<file path="src/rtl/ifetch_unit.sv">
// ifetch_unit: single-outstanding instruction fetch engine.
//
// Accepts a fetch request for PC_in, issues one registered read to
// instruction memory, and latches the returned word into IR_out together
// with the sequential next PC (PC4). Misaligned requests and memory
// timeouts are reported as one-cycle error pulses with the faulting
// address in BadVAddr. A flush aborts an outstanding fetch silently.
//
// Parameters
//   TIMEOUT   : wait cycles tolerated without mem_ack before bus_err
//   RESET_PC  : boot fetch address (mem_addr / PC4 reset basis)
//
// Ports
//   Clk          in   sole clock, rising edge
//   reset        in   synchronous active-high reset
//   fetch_start  in   request one fetch at PC_in
//   flush        in   abort an outstanding fetch; suppresses fetch_start
//   PC_in        in   fetch address
//   mem_req      out  registered read request
//   mem_addr     out  registered request address
//   mem_ack      in   memory returns data this cycle
//   mem_rdata    in   instruction word, valid with mem_ack
//   IR_out       out  latched instruction
//   PC4          out  fetched address + 4
//   fetch_done   out  pulse: IR_out/PC4 updated
//   addr_err     out  pulse: misaligned PC_in
//   bus_err      out  pulse: memory timeout
//   BadVAddr     out  faulting address for addr_err/bus_err
//   busy         out  fetch outstanding
module ifetch_unit #(
  parameter logic [7:0]  TIMEOUT  = 8'd255,
  parameter logic [31:0] RESET_PC = 32'hBFC00000
) (
  input  logic        Clk,
  input  logic        reset,
  input  logic        fetch_start,
  input  logic        flush,
  input  logic [31:0] PC_in,
  output logic        mem_req,
  output logic [31:0] mem_addr,
  input  logic        mem_ack,
  input  logic [31:0] mem_rdata,
  output logic [31:0] IR_out,
  output logic [31:0] PC4,
  output logic        fetch_done,
  output logic        addr_err,
  output logic        bus_err,
  output logic [31:0] BadVAddr,
  output logic        busy
);

  typedef enum logic {
    IDLE = 1'b0,
    WAIT = 1'b1
  } state_t;

  state_t      state_q;
  logic        mem_req_q;
  logic [31:0] mem_addr_q;
  logic [31:0] ir_q;
  logic [31:0] pc4_q;
  logic        fetch_done_q;
  logic        addr_err_q;
  logic        bus_err_q;
  logic [31:0] badvaddr_q;
  logic [7:0]  cnt_q;

  // Sequential next PC; wraps naturally at 2^32.
  logic [31:0] pc4_d;
  assign pc4_d = mem_addr_q + 32'd4;

  always_ff @(posedge Clk) begin
    if (reset) begin
      state_q      <= IDLE;
      mem_req_q    <= 1'b0;
      mem_addr_q   <= RESET_PC;
      ir_q         <= '0;
      pc4_q        <= RESET_PC + 32'd4;
      fetch_done_q <= 1'b0;
      addr_err_q   <= 1'b0;
      bus_err_q    <= 1'b0;
      badvaddr_q   <= '0;
      cnt_q        <= '0;
    end else begin
      // Status outputs are single-cycle pulses.
      fetch_done_q <= 1'b0;
      addr_err_q   <= 1'b0;
      bus_err_q    <= 1'b0;
      unique case (state_q)
        IDLE: begin
          if (fetch_start && !flush) begin
            if (PC_in[1:0] != 2'b00) begin
              addr_err_q <= 1'b1;
              badvaddr_q <= PC_in;
            end else begin
              state_q    <= WAIT;
              mem_req_q  <= 1'b1;
              mem_addr_q <= PC_in;
              cnt_q      <= '0;
            end
          end
        end
        WAIT: begin
          // Priority: flush, then ack (beats timeout), then timeout.
          if (flush) begin
            state_q   <= IDLE;
            mem_req_q <= 1'b0;
          end else if (mem_ack) begin
            state_q      <= IDLE;
            mem_req_q    <= 1'b0;
            ir_q         <= mem_rdata;
            pc4_q        <= pc4_d;
            fetch_done_q <= 1'b1;
          end else if (cnt_q == TIMEOUT) begin
            state_q    <= IDLE;
            mem_req_q  <= 1'b0;
            bus_err_q  <= 1'b1;
            badvaddr_q <= mem_addr_q;
          end else begin
            cnt_q <= cnt_q + 8'd1;
          end
        end
        default: state_q <= IDLE;
      endcase
    end
  end

  assign mem_req    = mem_req_q;
  assign mem_addr   = mem_addr_q;
  assign IR_out     = ir_q;
  assign PC4        = pc4_q;
  assign fetch_done = fetch_done_q;
  assign addr_err   = addr_err_q;
  assign bus_err    = bus_err_q;
  assign BadVAddr   = badvaddr_q;
  assign busy       = (state_q == WAIT);

endmodule

</file>
<file path="config.mk">
export PLATFORM = sky130hd
export DESIGN_NAME = ifetch_unit
export DESIGN_NICKNAME = d
export VERILOG_FILES = /design/src/rtl/ifetch_unit.sv
export SDC_FILE = /design/constraint.sdc
export NUM_CORES = 1
export LEC_CHECK = 0
export CORE_UTILIZATION = 50
export DETAILED_ROUTE_END_ITERATION = 8
export GPL_TIMING_DRIVEN = 0
export HOLD_SLACK_MARGIN = 0.08
export PLACE_DENSITY_LB_ADDON = 0.2
export SLEW_MARGIN = 25
export SYNTH_ARGS = -nofsm -noshare
export SYNTH_HDL_FRONTEND = slang
export SYNTH_SLANG_ARGS = --single-unit
</file>
<file path="constraint.sdc">
create_clock -name Clk -period 4.2 [get_ports Clk]
set_input_delay 0.42 -clock Clk [delete_from_list [all_inputs] [get_ports Clk]]
set_output_delay 0.42 -clock Clk [all_outputs]
set_load 0.02 [all_outputs]
</file>
---- Word-level counts from Yosys, hierarchy flattened ----
Cells that the tools add are included.
word-level totals
  bits in registers ....................... 141
  input port bits ......................... 69
  output and inout bits ................... 133
  word-level logic and storage cells ...... 63
operators by class
  add/subtract/negate cells ............... 2
  equality and inequality tests ........... 9
  mux-type cells .......................... 27
  bitwise operators ....................... 4
  reduce and logical (&&, ||, !) cells .... 11
operator list
  cell                   number
  $mux 32                5
  $pmux 32 s2            1
  $mux 8                 5
  $add 32x3->32 const B  1
  $pmux 8 s2             1
  $mux 1                 13
  $ne 2x2->1 const B     6
  $reduce_and 5->1       2
  $reduce_and 3->1       3
  $add 8x1->8 const B    1
  $eq 8x8->1 const B     1
  $reduce_or 3->1        2
  $ne 4x3->1 const B     1
  $not 1->1              4
  $pmux 1 s2             2
  $reduce_or 4->1        1
  $ne 2x1->1 const B     1
  $reduce_bool 2->1      1
  $logic_and 1x1->1      1
  $logic_not 1->1        1

---- Longest topological paths before layout ----
Gate-level depths: netlist (run 1).
  word-level depth ........................ 5
  gate-level depth with buffers ........... 7
  depth with buffers taken out ............ 5

---- Worst setup path after synthesis (run 1) ----
Ideal clock, no wire load.
  path type ............................... register to register
  start ................................... register mem_addr_q[2], in the netlist mem_addr[2]
  end ..................................... register pc4_q[18], in the netlist PC4[18]
  library setup time ...................... 0.091 ns
  arrival time ............................ 1.810 ns
  data required time ...................... 4.109 ns
  setup slack ............................. 2.299 ns
  cell stages (with the launch flop) ...... 6
  path buffers ............................ 1
  clock period less this slack ............ 1.901 ns
  path through ............................ dfxtp_1 ha_1 clkbuf_1 nand4_4 or4_1 a311oi_1
between the ends
  longest elaborated chain between the ends .. 1
ends and longest elaborated chain
  item                    RTL line  RTL
  start, declared         59        logic [31:0] mem_addr_q;
  start signal, assigned  98        mem_addr_q <= PC_in;
  $add 32x3->32           70        assign pc4_d = mem_addr_q + 32'd4;
  end signal, assigned    78        pc4_q <= RESET_PC + 32'd4;
  end signal, assigned    112       pc4_q <= pc4_d;
  end, declared           61        logic [31:0] pc4_q;
Every way passes these cells.
A chain may end at the register's enable or synchronous reset.

---- Worst setup path in the final report (run 1) ----
  start ................................... register cnt_q[0]
  end ..................................... register badvaddr_q[25], in the netlist BadVAddr[25]
between the ends
  longest elaborated chain between the ends .. 3
ends and longest elaborated chain
  item                               RTL line  RTL
  start, declared                    66        logic [7:0] cnt_q;
  start signal, assigned             120       cnt_q <= cnt_q + 8'd1;
  $eq 8x8->1                         114       end else if (cnt_q == TIMEOUT) begin
  $ne 2x1->1 (no source line)        n/a
  $reduce_and 5->1 (no source line)  n/a
  end signal, assigned               94        badvaddr_q <= PC_in;
  end signal, assigned               118       badvaddr_q <= mem_addr_q;
  end, declared                      65        logic [31:0] badvaddr_q;
Every way passes these cells.

==> flow_summary.toml, run 1 <==
[logic_synthesis]
synth_nets = 800
yosysUniqueCellTypes = 57
avgSynthCellArea_um2 = 8.449
yosysMostFrequentCell = "nand2_1"
yosysSeqAreaShare_pct = 45.83
syn_area_um2 = 6160
synth-edff-count = 0
synth_seq_cells = 141
synth_top_area_share_pct = 45.83
ys_top_cells_by_count = "nand2_1 (145), dfxtp_1 (141), a21oi_1 (96)"
synth_area_leader_cell = "dfxtp_1"
synthTopCellsByArea = "dfxtp_1 (46%), nand2_1 (8.8%), a21oi_1 (7.8%), mux2i_1 (5.5%), a211oi_1 (5.0%)"
synthCells = 729
async_reset_ff_share_pct = 0
synth_ff_type = "dfxtp_1"
ys_warn_count = 0

[setup_path]
crit_type = "reg -> reg"
crit_path_start_kind = "flip-flop"
crit_buf_inv = 1
slowest_stage = "clkbuf_1"
path_cells = "ha_1 -> and4_1 -> o2bb2ai_1 -> clkbuf_1 -> a21oi_1 -> a211oi_1"
reg2reg_from = "cnt_q[0]$_SDFFE_PP0P_"
arrival_ns = 2.54
path_delay_family = "compound AO/OA/AOI/OAI gates"
cp_slowest_stage_delay_ns = 0.43
crit_fanout = 10
crit_path_start = "cnt_q[0]$_SDFFE_PP0P_"
cp-end-kind = "flip-flop"
cp.required_ns = 4.52

[run]
maxCapViolCount = 0

[timing]
max_freq_mhz = 452.1
clock_skew_ns = 0.008871
relSlewSlack_pct = 49.00
tns_ns = 0
slew_violations = 0
hold_viol_final = 0
rsz0062_at_grt = "no"
setup_viol = 0
tightest_slew_ns = 0.7650
period_needed_ns = 2.212
final.period_utilization_pct = 52.67

[worst_hold_path]
min_from = "flush"
hold_path_class = "in -> reg"

[floorplan]
io_pins = 202
die_x_um = 113.0
chipHeight_um = 113.0
start_util_pct = 51.28
num_rows = 40
die-area_um2 = 12770
coreArea_um2 = 12010

[grt]
track_usage_pct = 32.92
grt_pass1_vias = 6483
antenna_found_initial = 0
grt_pass1_wl_mm = 32.80
grt_start_max_net_pins = 17
grt-ovfl-total = 0

[clock_network]
tritoncts = "built"
cts_hold_buf = 0
cts_root_buf = "clkbuf_16"
clk_pin_slew_ns = 0.06
post_cts_resize_count = 0
clk_latency_ns = 0.43
numCtsBuffers = 17
cts-htree-levels = 4
cts_setup_buffers = 0
clk_path_buf_depth = 2
cts_sinks = 141

[cells_and_area]
finish.utilization_pct = 74.57
fillers = 879
diodes = 0
syn_to_final_growth_pct = 45.42
layout-drive-gt1-share_pct = 5.839
nets = 1018

[placed_design]
dp_hpwl_mm = 14.82
port_buffers = 199
gp_congestion = 0.8959

[outcome]
status = "finished, final reports clean"

[power]
leakage_uw = 0.003010
power.density_nw_per_um2 = 371.8
p_total_uw = 3330
irDropWorstVdd_v = 0.0002826

[detailed_routing]
via_per_inst = 5.957
firstDrtPassIters = 5
routedWlPerCell_um = 18.68
via_count = 6588
drc = 0
finalWirelength_mm = 20.66
postRouteAntennaNets = 0
drtIter0Drc = 521
-- final timing paths --
check                               to  slack (ns)  depth (start not counted)
min                addr_err$_SDFF_PP0_        0.25                          2
min reg2reg    IR_out[20]$_SDFFE_PP0P_        0.46                          2
max          BadVAddr[25]$_SDFFE_PP0P_        1.99                          6
max reg2reg  BadVAddr[25]$_SDFFE_PP0P_        1.99                          6
-- layout make-up --
type	count	area [um2]	area share, %
multi-input cells	516	2987	33.34
flip-flops and latches	141	2823	31.51
repair buffers	199	1992	22.24
clock buffers	19	452.9	5.057
plain buffers	71	346.6	3.869
well taps	147	183.9	2.053
clock inverters	12	168.9	1.886
inverters	1	3.754	0.04191
-- routing by layer --
layer	up-vias	track usage [%]	share of wire, %
met2	340	55.31	48
met4	0	14.47	2.6
met1	3124	39.41	41
met5	-	0	0
met3	47	9.266	9.0
li1	3077	-	-
-- stage by stage --
stage	hold slack [ns]	cell area [um2]	std cells	worst slack (ns)
final	0.2481	8957	1106	1.988
after global routing	0.2560	8957	1106	1.826
after CTS	0.2388	8957	1106	1.997
after detailed placement	0.4497	8335	1075	1.668
after global placement	0.4411	8335	1075	1.697
after floorplan	0.4324	6160	729	2.299
-- report_power, final --
part           switching, uW  internal [uW]  total [uW]
logic                    178            158         336
clock network            578           1020        1590
registers               29.5           1370        1400
total                    785           2540        3330
-- registers in the layout (all words and copies together) (netlist names) --
register	cells
cnt_q	8
mem_req	1
fetch_done	1
BadVAddr	32
mem_addr	32
busy	1
PC4	32
bus_err	1
addr_err	1
IR_out	32
-- cells by family (layout without fill, tap and decap cells) --
family / Yosys count / after routing / share of synthesized area (%)
AOI/OAI and AO/OA: 191 / 191 / 19.11
xor gates and xnor gates: 10 / 10 / 1.422
adders and majority gates: 2 / 2 / 0.4062
buffers and inverters: 72 / 302 / 5.688
DFF: 141 / 141 / 45.83
muxes: 34 / 34 / 5.525
and+or+nand+nor: 279 / 279 / 22.02
-- layout by cell type, fill, tap and decap left out, types with 2 or more instances in the layout --
master	instances
a31oi_1	2
clkinvlp_4	2
o21ai_0	17
nor2b_1	2
clkinv_2	5
o31ai_1	7
nand2_1	145
nand2b_1	3
buf_6	3
clkdlybuf4s50_1	199
a311oi_1	6
nor3_1	24
xor2_1	8
or3_1	3
nand3_1	32
mux2i_1	34
clkbuf_8	4
nor4_1	10
o32ai_1	2
dfxtp_1	141
nor2_1	14
nand4_1	10
and4_1	10
and2_0	2
xnor2_1	2
a21oi_1	96
o311ai_0	4
clkbuf_1	45
clkbuf_16	17
buf_1	7
or4_1	7
a211oi_1	41
buf_4	7
and3_1	6
o31a_1	5
bufinv_16	4
buf_2	6
ha_1	2
No activity file was read; power rests on OpenSTA's default activity.
==> inputs of run 2 (changes only) <==
CORE_UTILIZATION = 42   (was 50)
clock period = 1.9 ns   (was 4.2 ns; I/O delays follow)
==> flow_summary.toml, run 2 (synthesis results as in run 1) <==
[floorplan]
start_util_pct = 43.70
num_rows = 43
chipHeight_um = 123.1
die_x_um = 123.1
coreArea_um2 = 14100
die-area_um2 = 15150
io_pins = 202

[clock_network]
cts-htree-levels = 4
numCtsBuffers = 17
cts_root_buf = "clkbuf_16"
clk_path_buf_depth = 2
clk_pin_slew_ns = 0.06
tritoncts = "built"
cts_sinks = 141
clk_latency_ns = 0.43

[setup_path]
arrival_ns = 2.30
cp-end-kind = "flip-flop"
cp.required_ns = 2.25
crit_fanout = 9
crit_path_start_kind = "flip-flop"
crit_type = "reg -> reg"

[timing]
holdWs_ns = 0.3112
final.period_utilization_pct = 102.4
slew_violations = 0
hold_viol_final = 0
period_needed_ns = 1.945
rsz0062_at_grt = "yes"
tightest_slew_ns = 0.7775
relSlewSlack_pct = 48.17
setup_ws_ns = -0.04513
max_freq_mhz = 514.1
clock_skew_ns = 0.009672
setup_viol = 1

[cells_and_area]
seq_area_um2 = 2851
diodes = 0
nets = 1026
multi_input_area_um2 = 3039
fillers = 1195
mostFrequentLayoutCells = "clkdlybuf4s50_1 (199), nand2_1 (145), dfxtp_1 (126)"
instances_no_fill = 1148
design_area_um2 = 9255
layout-drive-gt1-share_pct = 11.78
layout_commonest_cell = "clkdlybuf4s50_1"
syn_to_final_growth_pct = 50.25

[detailed_routing]
drtIter0Drc = 461
finalWirelength_mm = 20.49
routedWlPerCell_um = 17.85
via_per_inst = 5.542
firstDrtPassIters = 5
postRouteAntennaNets = 0
drc = 0
via_count = 6362

[outcome]
status = "finished, violations left"
violations = "negative setup slack"

[power]
p_total_uw = 7587
irDropWorstVdd_v = 0.0006436
power.density_nw_per_um2 = 819.8
leakage_uw = 0.003158

[placed_design]
dpl_cell_area_um2 = 8378
dp_slack_ns = -0.3597
gp_congestion = 0.8665
place_inst = 1108
dp_hpwl_mm = 14.51
port_buffers = 199

[grt]
grt_start_max_net_pins = 17
grt_pass1_vias = 5823
antenna_found_initial = 0
grt_pass1_wl_mm = 31.00
track_usage_pct = 26.95
grt-ovfl-total = 0

[worst_hold_path]
hold_path_class = "in -> reg"

[run]
maxCapViolCount = 0
==> run 2: changes by cell type in the layout (fill, tap and decap cells not counted), sizes merged <==
cell,change
buf,+7
clkinv,-4
dlygate4sd3,+3
clkbuf,-2
clkinvlp,+2
inv,+2
bufinv,+1
==> run 2: worst paths after layout <==
kind                            startpoint                       to  slack (ns)  cells after the start
hold reg to reg    IR_out[10]$_SDFFE_PP0P_  IR_out[10]$_SDFFE_PP0P_        0.45                      2
hold / removal               mem_rdata[28]  IR_out[28]$_SDFFE_PP0P_        0.31                      3
setup reg to reg  mem_addr[6]$_SDFFE_PP0P_     PC4[27]$_SDFFE_PP1P_       -0.05                      6
setup / recovery  mem_addr[6]$_SDFFE_PP0P_     PC4[27]$_SDFFE_PP1P_       -0.05                      6
==> run 2: critical path: stages (launching register included) <==
cell     delay (ns)
dfxtp_4        0.38
and4_1         0.22
buf_6          0.14
nand4_1        0.23
buf_4          0.23
or4_1          0.50
a31oi_1        0.17
==> run 2: final cells by class <==
type / instances / area share (%)
plain buffers: 69 / 4.313
clock buffers: 19 / 4.894
clock inverters: 13 / 2.285
inverters: 1 / 0.04056
multi-input cells: 516 / 32.84
flip-flops and latches: 141 / 30.81
well taps: 180 / 2.433
repair buffers: 209 / 22.39
==> run 2: through the flow <==
stage / util [%] / setup TNS (ns)
floorplan: - / 0
global placement: 59.44 / -29.16
detailed placement: 59.44 / -31.28
CTS: 64.81 / 0
global route: 65.66 / -0.09881
finish: 65.66 / -0.04513
==> run 2: power breakdown <==
group | internal (uW) | switching, uW
combinational | 363 | 395
clock | 2410 | 1330
sequential | 3030 | 64.4
==> run 2: metal layers <==
layer | vias up | global-route usage, % | share of wire, %
met1 | 2991 | 35.12 | 43
met4 | 0 | 9.413 | 1.6
met2 | 247 | 42.38 | 47
met3 | 28 | 7.934 | 8.6
li1 | 3096 | - | -
met5 | - | 0 | 0
==> run 2: what timing repair did <==
| action | in CTS | in global routing |
|---|---|---|
| setup buffers | 0 | 6 |
| hold buffers | 3 | 0 |
| setup endpoints to repair | 98 | 115 |
| gates resized for setup | 31 | 53 |
| cloned | 0 | 1 |
| hold endpoints to repair | 2 | 0 |
| pin swaps | 0 | 6 |
